<file path="config.mk">
export PLATFORM = sky130hd
export DESIGN_NAME = tactile_scan_ctrl
export DESIGN_NICKNAME = d
export VERILOG_FILES = /design/src/rtl/tactile_scan_ctrl.sv
export SDC_FILE = /design/constraint.sdc
export NUM_CORES = 1
export LEC_CHECK = 0
export ABC_AREA = 1
export CAP_MARGIN = 0
export CORE_ASPECT_RATIO = 1.2
export CORE_MARGIN = 2
export CORE_UTILIZATION = 54
export DETAILED_ROUTE_END_ITERATION = 8
export GPL_TIMING_DRIVEN = 0
export PLACE_DENSITY_LB_ADDON = 0.3
export SYNTH_ARGS = -nofsm -noshare
export SYNTH_HDL_FRONTEND = slang
export SYNTH_SLANG_ARGS = --single-unit
</file>
<file path="constraint.sdc">
create_clock -name clk -period 4.25 [get_ports clk]
set_input_delay 0.425 -clock clk [delete_from_list [all_inputs] [get_ports clk]]
set_output_delay 0.425 -clock clk [all_outputs]
set_load 0.01 [all_outputs]
</file>
<file path="src/rtl/tactile_scan_ctrl.sv">
// Tactile array scan sequencer.
// Walks the analog mux over NUM_CH taxels, lets each one settle, fires a single
// conversion request at the serial ADC reader, and streams the tagged result.
// A reader that reports a sync error or never answers is reset and retried; a
// taxel that keeps failing is reported as a skipped (error) sample.
module tactile_scan_ctrl #(
    parameter int NUM_CH         = 16,
    parameter int SETTLE_CYCLES  = 8,
    parameter int TIMEOUT_CYCLES = 64,
    parameter int MAX_RETRY      = 2
) (
    input  logic                      clk,
    input  logic                      rst_n,
    input  logic                      start_in,
    input  logic                      continuous_in,
    input  logic                      adc_valid_in,
    input  logic                      adc_error_in,
    input  logic [11:0]               adc_data_in,
    output logic [$clog2(NUM_CH)-1:0] mux_sel_out,
    output logic                      adc_pulse_rd_out,
    output logic                      adc_rst_out,
    output logic                      sample_valid_out,
    output logic [$clog2(NUM_CH)-1:0] sample_ch_out,
    output logic [11:0]               sample_data_out,
    output logic                      sample_err_out,
    output logic                      frame_done_out,
    output logic                      busy_out,
    output logic                      fault_out,
    output logic [7:0]                err_count_out
);

    localparam int CH_W  = $clog2(NUM_CH);
    localparam int SET_W = (SETTLE_CYCLES > 1) ? $clog2(SETTLE_CYCLES) : 1;
    localparam int TMO_W = (TIMEOUT_CYCLES > 1) ? $clog2(TIMEOUT_CYCLES) : 1;
    localparam int RTY_W = (MAX_RETRY > 0) ? $clog2(MAX_RETRY + 1) : 1;

    localparam logic [CH_W-1:0]  LAST_CH  = CH_W'(NUM_CH - 1);
    localparam logic [SET_W-1:0] SET_LAST = SET_W'(SETTLE_CYCLES - 1);
    localparam logic [TMO_W-1:0] TMO_LAST = TMO_W'(TIMEOUT_CYCLES - 1);
    localparam logic [RTY_W-1:0] RTY_MAX  = RTY_W'(MAX_RETRY);

    typedef enum logic [2:0] {
        S_IDLE    = 3'd0,
        S_SETTLE  = 3'd1,
        S_TRIGGER = 3'd2,
        S_WAIT    = 3'd3,
        S_RECOVER = 3'd4,
        S_NEXT    = 3'd5
    } state_t;

    // Error counter increment that sticks at full scale instead of wrapping.
    function automatic logic [7:0] sat_inc8(input logic [7:0] v);
        if (v == 8'hFF) begin
            return v;
        end else begin
            return v + 8'd1;
        end
    endfunction

    state_t            state_r;
    state_t            next_state_s;
    logic [CH_W-1:0]   ch_r;
    logic [RTY_W-1:0]  retry_r;
    logic [SET_W-1:0]  settle_cnt_r;
    logic [TMO_W-1:0]  tmo_cnt_r;
    logic              rec_cnt_r;

    logic              pulse_rd_r;
    logic              adc_rst_r;
    logic              sample_valid_r;
    logic [CH_W-1:0]   sample_ch_r;
    logic [11:0]       sample_data_r;
    logic              sample_err_r;
    logic              frame_done_r;
    logic              busy_r;
    logic              fault_r;
    logic [7:0]        err_count_r;

    logic              settle_done_s;
    logic              tmo_hit_s;
    logic              rec_done_s;
    logic              retry_ok_s;
    logic              last_ch_s;
    logic              start_ok_s;
    logic              accept_s;
    logic              rec_entry_s;
    logic              skip_s;

    // Decode of counter terminal values and the events the datapath reacts to.
    always_comb begin
        settle_done_s = (settle_cnt_r == SET_LAST);
        tmo_hit_s     = (tmo_cnt_r == TMO_LAST);
        rec_done_s    = rec_cnt_r;
        retry_ok_s    = (retry_r < RTY_MAX);
        last_ch_s     = (ch_r == LAST_CH);
        start_ok_s    = (state_r == S_IDLE) && start_in;
        accept_s      = (state_r == S_WAIT) && adc_valid_in;
        rec_entry_s   = (state_r == S_WAIT) && (next_state_s == S_RECOVER);
        skip_s        = (state_r == S_RECOVER) && rec_done_s && !retry_ok_s;
    end

    // Next-state logic; a valid result outranks a simultaneous error or timeout.
    always_comb begin
        next_state_s = state_r;
        case (state_r)
            S_IDLE: begin
                if (start_in) begin
                    next_state_s = S_SETTLE;
                end else begin
                    next_state_s = S_IDLE;
                end
            end
            S_SETTLE: begin
                if (settle_done_s) begin
                    next_state_s = S_TRIGGER;
                end else begin
                    next_state_s = S_SETTLE;
                end
            end
            S_TRIGGER: begin
                next_state_s = S_WAIT;
            end
            S_WAIT: begin
                if (adc_valid_in) begin
                    next_state_s = S_NEXT;
                end else if (adc_error_in || tmo_hit_s) begin
                    next_state_s = S_RECOVER;
                end else begin
                    next_state_s = S_WAIT;
                end
            end
            S_RECOVER: begin
                if (!rec_done_s) begin
                    next_state_s = S_RECOVER;
                end else if (retry_ok_s) begin
                    next_state_s = S_SETTLE;
                end else begin
                    next_state_s = S_NEXT;
                end
            end
            S_NEXT: begin
                if (!last_ch_s || continuous_in) begin
                    next_state_s = S_SETTLE;
                end else begin
                    next_state_s = S_IDLE;
                end
            end
            default: begin
                next_state_s = S_IDLE;
            end
        endcase
    end

    // State register.
    always_ff @(posedge clk or negedge rst_n) begin
        if (!rst_n) begin
            state_r <= S_IDLE;
        end else begin
            state_r <= next_state_s;
        end
    end

    // Settle, timeout and recovery-length counters; each idles at zero outside its state.
    always_ff @(posedge clk or negedge rst_n) begin
        if (!rst_n) begin
            settle_cnt_r <= {SET_W{1'b0}};
            tmo_cnt_r    <= {TMO_W{1'b0}};
            rec_cnt_r    <= 1'b0;
        end else begin
            if ((state_r == S_SETTLE) && !settle_done_s) begin
                settle_cnt_r <= settle_cnt_r + SET_W'(1);
            end else begin
                settle_cnt_r <= {SET_W{1'b0}};
            end
            if (state_r == S_WAIT) begin
                tmo_cnt_r <= tmo_cnt_r + TMO_W'(1);
            end else begin
                tmo_cnt_r <= {TMO_W{1'b0}};
            end
            if (state_r == S_RECOVER) begin
                rec_cnt_r <= ~rec_cnt_r;
            end else begin
                rec_cnt_r <= 1'b0;
            end
        end
    end

    // Channel pointer and per-taxel retry budget.
    always_ff @(posedge clk or negedge rst_n) begin
        if (!rst_n) begin
            ch_r    <= {CH_W{1'b0}};
            retry_r <= {RTY_W{1'b0}};
        end else begin
            case (state_r)
                S_IDLE: begin
                    if (start_in) begin
                        ch_r    <= {CH_W{1'b0}};
                        retry_r <= {RTY_W{1'b0}};
                    end else begin
                        ch_r    <= ch_r;
                    end
                end
                S_WAIT: begin
                    if (adc_valid_in) begin
                        retry_r <= {RTY_W{1'b0}};
                    end else begin
                        retry_r <= retry_r;
                    end
                end
                S_RECOVER: begin
                    if (rec_done_s && retry_ok_s) begin
                        retry_r <= retry_r + RTY_W'(1);
                    end else if (rec_done_s) begin
                        retry_r <= {RTY_W{1'b0}};
                    end else begin
                        retry_r <= retry_r;
                    end
                end
                S_NEXT: begin
                    if (last_ch_s) begin
                        ch_r <= {CH_W{1'b0}};
                    end else begin
                        ch_r <= ch_r + CH_W'(1);
                    end
                end
                default: begin
                    ch_r <= ch_r;
                end
            endcase
        end
    end

    // Registered strobes and levels, aligned with the state they belong to.
    always_ff @(posedge clk or negedge rst_n) begin
        if (!rst_n) begin
            pulse_rd_r   <= 1'b0;
            adc_rst_r    <= 1'b0;
            frame_done_r <= 1'b0;
            busy_r       <= 1'b0;
        end else begin
            pulse_rd_r   <= (next_state_s == S_TRIGGER);
            adc_rst_r    <= (next_state_s == S_RECOVER);
            frame_done_r <= (next_state_s == S_NEXT) && last_ch_s;
            busy_r       <= (next_state_s != S_IDLE);
        end
    end

    // Sample stream: good results from the reader or zero-data error tags for skips.
    always_ff @(posedge clk or negedge rst_n) begin
        if (!rst_n) begin
            sample_valid_r <= 1'b0;
            sample_ch_r    <= {CH_W{1'b0}};
            sample_data_r  <= 12'h000;
            sample_err_r   <= 1'b0;
        end else begin
            if (accept_s) begin
                sample_valid_r <= 1'b1;
                sample_ch_r    <= ch_r;
                sample_data_r  <= adc_data_in;
                sample_err_r   <= 1'b0;
            end else if (skip_s) begin
                sample_valid_r <= 1'b1;
                sample_ch_r    <= ch_r;
                sample_data_r  <= 12'h000;
                sample_err_r   <= 1'b1;
            end else begin
                sample_valid_r <= 1'b0;
            end
        end
    end

    // Health reporting: sticky skip flag and saturating recovery count.
    always_ff @(posedge clk or negedge rst_n) begin
        if (!rst_n) begin
            fault_r     <= 1'b0;
            err_count_r <= 8'h00;
        end else begin
            if (start_ok_s) begin
                fault_r <= 1'b0;
            end else if (skip_s) begin
                fault_r <= 1'b1;
            end else begin
                fault_r <= fault_r;
            end
            if (rec_entry_s) begin
                err_count_r <= sat_inc8(err_count_r);
            end else begin
                err_count_r <= err_count_r;
            end
        end
    end

    assign mux_sel_out      = ch_r;
    assign adc_pulse_rd_out = pulse_rd_r;
    assign adc_rst_out      = adc_rst_r;
    assign sample_valid_out = sample_valid_r;
    assign sample_ch_out    = sample_ch_r;
    assign sample_data_out  = sample_data_r;
    assign sample_err_out   = sample_err_r;
    assign frame_done_out   = frame_done_r;
    assign busy_out         = busy_r;
    assign fault_out        = fault_r;
    assign err_count_out    = err_count_r;

endmodule

</file>
-- After elaboration in Yosys (flattened, before gate mapping)
Cells that the tools add are included.
- add/sub/neg operators: 5
- shift operators: 0
- bitwise gates (word level): 2
- divide/modulo/power cells: 0
- muxes and demuxes: 28
- $mul: 0
- eq/ne operators: 15
- $lt $le $gt $ge: 1
- reductions and logical operators: 22
- operators with widths (kind ; number):
    12-bit two-way mux ; 2
    3-bit case mux with 6 select lines ; 1
    4-bit two-way mux ; 4
    3-bit == test, second input constant ; 5
    3-bit two-way mux ; 5
    2-bit two-way mux ; 5
    3-bit by 2-bit == test with 1-bit output, second input constant ; 3
    8-bit by 1-bit adder with 8-bit output, second input constant ; 1
    8-bit == test, second input constant ; 1
    1-bit logical AND ; 8
    1-bit two-way mux ; 8
    4-bit case mux with 2 select lines ; 1
    6-bit by 1-bit adder with 6-bit output, second input constant ; 1
    6-bit == test, second input constant ; 1
    6-bit two-way mux ; 1
    2-bit case mux with 3 select lines ; 1
    2-bit nonzero test ; 3
    3-bit nonzero test ; 2
    4-bit by 1-bit adder with 4-bit output, second input constant ; 1
    4-bit == test, second input constant ; 1
    2-bit != test, second input constant ; 2
    2-bit AND reduction ; 2
    4-bit AND reduction ; 1
    3-bit by 1-bit adder with 3-bit output, second input constant ; 1
    8 further kinds ; 12
- register bits: 50
- bits in writable memories: 0
- memories: 0
- input port bits: 18
- memory bits (read-only): 0
- output and inout port bits: 35
- bits in latches: 0

-- Depth between registers and ports, before layout
- word-level depth: 8
- depth in mapped cells: 11
- depth with buffers taken out: 11

-- Least setup slack after synthesis
OpenSTA, ideal clock, no wires.
- path type: register to register
- start point: reg ch_r[0], in the netlist mux_sel_out[0]
- end point: reg busy_r, in the netlist busy_out
- path buffers: 0
- slack: 2.742 ns
- cell stages (with the launch flop): 11
- required time: 4.131 ns
- period minus slack after synthesis: 1.508 ns
- setup time: 0.119 ns
- data arrival time: 1.389 ns
- cells stage by stage: dfrtp_1 > ha_1 > nand3_1 > nor2_1 > nand2_1 > nand2_1 > nand2_1 > nor2_4 > inv_2 > nor2_1 > nand2_1
- longest elaborated chain between the ends: 6
- ends and longest elaborated chain (element ; line ; text):
    from (decl) ; 62 ; logic [CH_W-1:0] ch_r;
    from (signal assigned) ; 191 ; ch_r <= {CH_W{1'b0}};
    from (signal assigned) ; 197 ; ch_r <= {CH_W{1'b0}};
    from (signal assigned) ; 200 ; ch_r <= ch_r;
    4-bit == test ; 95 ; last_ch_s = (ch_r == LAST_CH);
    1-bit logical NOT ; 142 ; if (!last_ch_s || continuous_in) begin
    1-bit logical OR ; 142 ;
    1-bit two-way mux ; 142 ;
    3-bit case mux with 6 select lines ; 105 ; case (state_r)
    net next_state_s[0] ; 61 ; state_t next_state_s;
    3-bit nonzero test ; 244 ; busy_r <= (next_state_s != S_IDLE);
    to (signal assigned) ; 244 ;
    to (decl) ; 75 ; logic busy_r;
The timed path passes the listed nets, and every way through them passes these cells.
A chain may end at the register's enable or synchronous reset.

-- Worst setup path in the final report
- start point: reg ch_r[0], in the netlist mux_sel_out[0]
- end point: reg err_count_r[2], in the netlist err_count_out[2]
- longest elaborated chain between the ends: 8
- ends and longest elaborated chain (element ; line ; text):
    4-bit == test ; 95 ;
    1-bit logical NOT ; 142 ;
    1-bit logical OR ; 142 ;
    1-bit two-way mux ; 142 ;
    3-bit case mux with 6 select lines ; 105 ;
    3-bit == test ; 98 ; rec_entry_s = (state_r == S_WAIT) && (next_state_s == S_RECOVER);
    1-bit logical AND ; 98 ;
    2-bit AND reduction (no line) ; n/a ;
    to (signal assigned) ; 286 ; err_count_r <= sat_inc8(err_count_r);
    to (signal assigned) ; 288 ; err_count_r <= err_count_r;
    to (decl) ; 77 ; logic [7:0] err_count_r;
Every way passes these cells.

==> flow_summary.ini <==
[status]
status = finished clean

[setup_path]
reg2reg_to = err_count_out[2]$_DFFE_PN0P_
r2r-start = mux_sel_out[0]$_DFFE_PN0P_
r2r_cells = 8
path_max_fanout = 8
end_kind = flip-flop
cp-endpoint = err_count_out[2]$_DFFE_PN0P_
setup.worst_path.class = flip-flop to flip-flop
critPathLaunch = mux_sel_out[0]$_DFFE_PN0P_
reg2reg_slack_ps = 2460
required_ps = 4440
start_kind = flip-flop
worst_ep_arrival_time_ps = 1990

[cts]
clock_path_buffers = 2
clk_pin_slew_ps = 90
cts.sinks = 50
htree_num_levels = 2
ctsHoldBuffers = 0
postCtsSetupBuffers = 0
cts_tree = yes
post_cts_resized = 0
root_buffer = clkbuf_8
numCtsBuffers = 5
clock_latency_ps = 310

[synthesis]
seq_area_frac_synth = 0.536
yosys.area_share.adder = 0.0268
synth_warnings = 0
synth_area_leaders = dfrtp_1 (54%), nand2_1 (8.4%), nand3_1 (7.9%), a21oi_1 (3.0%), nor2_1 (2.9%)
synth_compound_area_frac = 0.0595
synth_top_area_share = 0.536
synth.distinct_cells = 31
synth_seq_cells = 50
synth_top_family_by_area = simple AND/OR/NAND/NOR gates
synth_fp_nets = 275
synthCells = 252
syn_avg_cell_area_um2 = 9.25
muxShareOfSynthArea = 0.0145
yosys.area_share.simple = 0.289
synth-xor-area-share = 0.0225
synth_top_cell_by_area = dfrtp_1
synth_area_um2 = 2330

[global_routing]
grt_max_degree = 31
grtUsageTotal = 0.210
grt_first_pass_wirelength_um = 8000
overflow = 0
antenna_found_initial = 0
grt_pass1_vias = 1850

[finish]
final_common_cell = nand2_1
fin_area_um2 = 3030
final_cell_mix = nand2_1 (52), clkdlybuf4s50_1 (51), dfrtp_1 (50)
syn_to_final_growth_pct = 30.0
drive_gt1_frac = 0.115
nets = 335
utilization = 0.723
diodes = 0

[placement]
routabilityCongestion = 0.810
dpl.hpwl_um = 3530
port_buffers = 52
postPlaceCellArea_um2 = 2940

[die]
num_rows = 26
die_y_um = 76.0
dieArea_um2 = 4860
start_util = 0.556
pin_count = 53
fp.coreArea_um2 = 4200
die_w_um = 64.0

[timing]
tns_ps = 0
fin_crit_sh = 0.422
drv_slew = 0
worstMarginPinSlew_ps = 489
final-hold-violation-count = 0
setup_violations = 0
clock_skew_ps = 8.37
slew_headroom = 0.674
fmax_mhz = 557
period_minus_slack_ps = 1790
rsz0062_at_grt = no

[hold_path]
min_path_type = primary input to asynchronous set/reset pin

[power_and_ir_drop]
power_density_nw_per_um2 = 498
p_leak_uw = 0.00148
max-vdd-ir-drop_mv = 0.268

[drt]
vias = 1914
drt-initial-drc-count = 106
drtAntennaViolNets = 0
vias_per_cell = 5.19
drc = 0
dr.pass1.iters = 4
drt-total-wl_um = 4640
wl_per_cell_um = 12.6

[run]
drv_cap = 0
worst min path at each step:
stage / end / depth (start not counted) / slack, ps
after floorplan: adc_pulse_rd_out$_DFF_PN0_ / 0 / 130
after global placement: settle_cnt_r[0]$_DFF_PN0_ / 1 / 420
after detailed placement: mux_sel_out[2]$_DFFE_PN0P_ / 1 / 410
after CTS: mux_sel_out[2]$_DFFE_PN0P_ / 1 / 80
after global routing: mux_sel_out[2]$_DFFE_PN0P_ / 1 / 100
final: mux_sel_out[2]$_DFFE_PN0P_ / 1 / 70
critical path: stages (launching register included):
cell	delay [ps]
dfrtp_1	460
ha_1	220
nand3_1	150
nor2_1	170
o21ai_0	100
nor2_1	210
nand4_4	200
nand2_1	120
nand2_1	60
registers in the layout, summed over array words and instances (netlist names):
| name | flops |
|---|---|
| sample_err_out | 1 |
| sample_ch_out | 4 |
| adc_pulse_rd_out | 1 |
| adc_rst_out | 1 |
| state_r | 3 |
| sample_data_out | 12 |
| retry_r | 2 |
| err_count_out | 8 |
| frame_done_out | 1 |
| sample_valid_out | 1 |
| settle_cnt_r | 3 |
| fault_out | 1 |
| busy_out | 1 |
| rec_cnt_r | 1 |
| mux_sel_out | 4 |
| tmo_cnt_r | 6 |
routing by layer:
| layer | up-vias | wire (um) | GRT usage |
|---|---|---|---|
| met5 | - | 0 | 0 |
| met4 | 0 | 87 | 0.100 |
| met3 | 7 | 189 | 0.0487 |
| met2 | 43 | 2490 | 0.363 |
| met1 | 901 | 1880 | 0.242 |
| li1 | 963 | - | - |
synth_stat cells:
| cell | number |
|---|---|
| xnor2_1 | 1 |
| o21ai_0 | 8 |
| nor2_8 | 2 |
| inv_4 | 1 |
| a21oi_1 | 14 |
| nand4_4 | 1 |
| nor4_1 | 1 |
| o21bai_1 | 1 |
| nand4_1 | 10 |
| nand3_2 | 1 |
| inv_2 | 7 |
| nand3b_1 | 2 |
| buf_6 | 1 |
| nor2_2 | 2 |
| mux2_1 | 3 |
| a21oi_2 | 1 |
| nand2_2 | 5 |
| nor2_1 | 18 |
| o21ai_1 | 1 |
| clkbuf_1 | 1 |
| nand2_1 | 52 |
| nand2_4 | 1 |
| buf_2 | 3 |
| dfrtp_1 | 50 |
| ha_1 | 5 |
| nor2_4 | 1 |
| nor3_1 | 1 |
| a211oi_1 | 1 |
| nand3_1 | 37 |
| xor2_1 | 5 |
| inv_1 | 15 |
cell families (layout without fill, tap and decap cells):
family                     after synthesis  count (layout)
adders and majority gates                5               5
muxes                                    3               3
DFF                                     50              50
buffers and inverters                   28              89
and+or+nand+nor                        134             134
AOI/OAI and AO/OA                       26              26
xor gates and xnor gates                 6               6
through the flow:
step,worst slack (ps),total power (uW),hold slack [ps],cells
after detailed placement,2390,1240,415,361
after CTS,2460,1530,75.5,369
after floorplan,2740,965,129,252
after global placement,1370,1220,422,360
after global routing,2280,1620,104,369
final,2460,1510,65.3,369
layout make-up:
class	count	area (um^2)
inverter	23	88.8
clock inverter	2	12.5
clock buffer	6	82.6
buffer	5	30.0
timing repair buffer	53	536
sequential	50	1250
fill	315	1160
tap	56	70.1
multi-input combinational	174	962
power breakdown:
group | leakage (uW) | internal, uW | switching (uW)
clock | 0.0000472 | 131 | 155
combinational | 0.000759 | 273 | 282
sequential | 0.000669 | 594 | 75.4
Power figures use the tool's default switching activity.
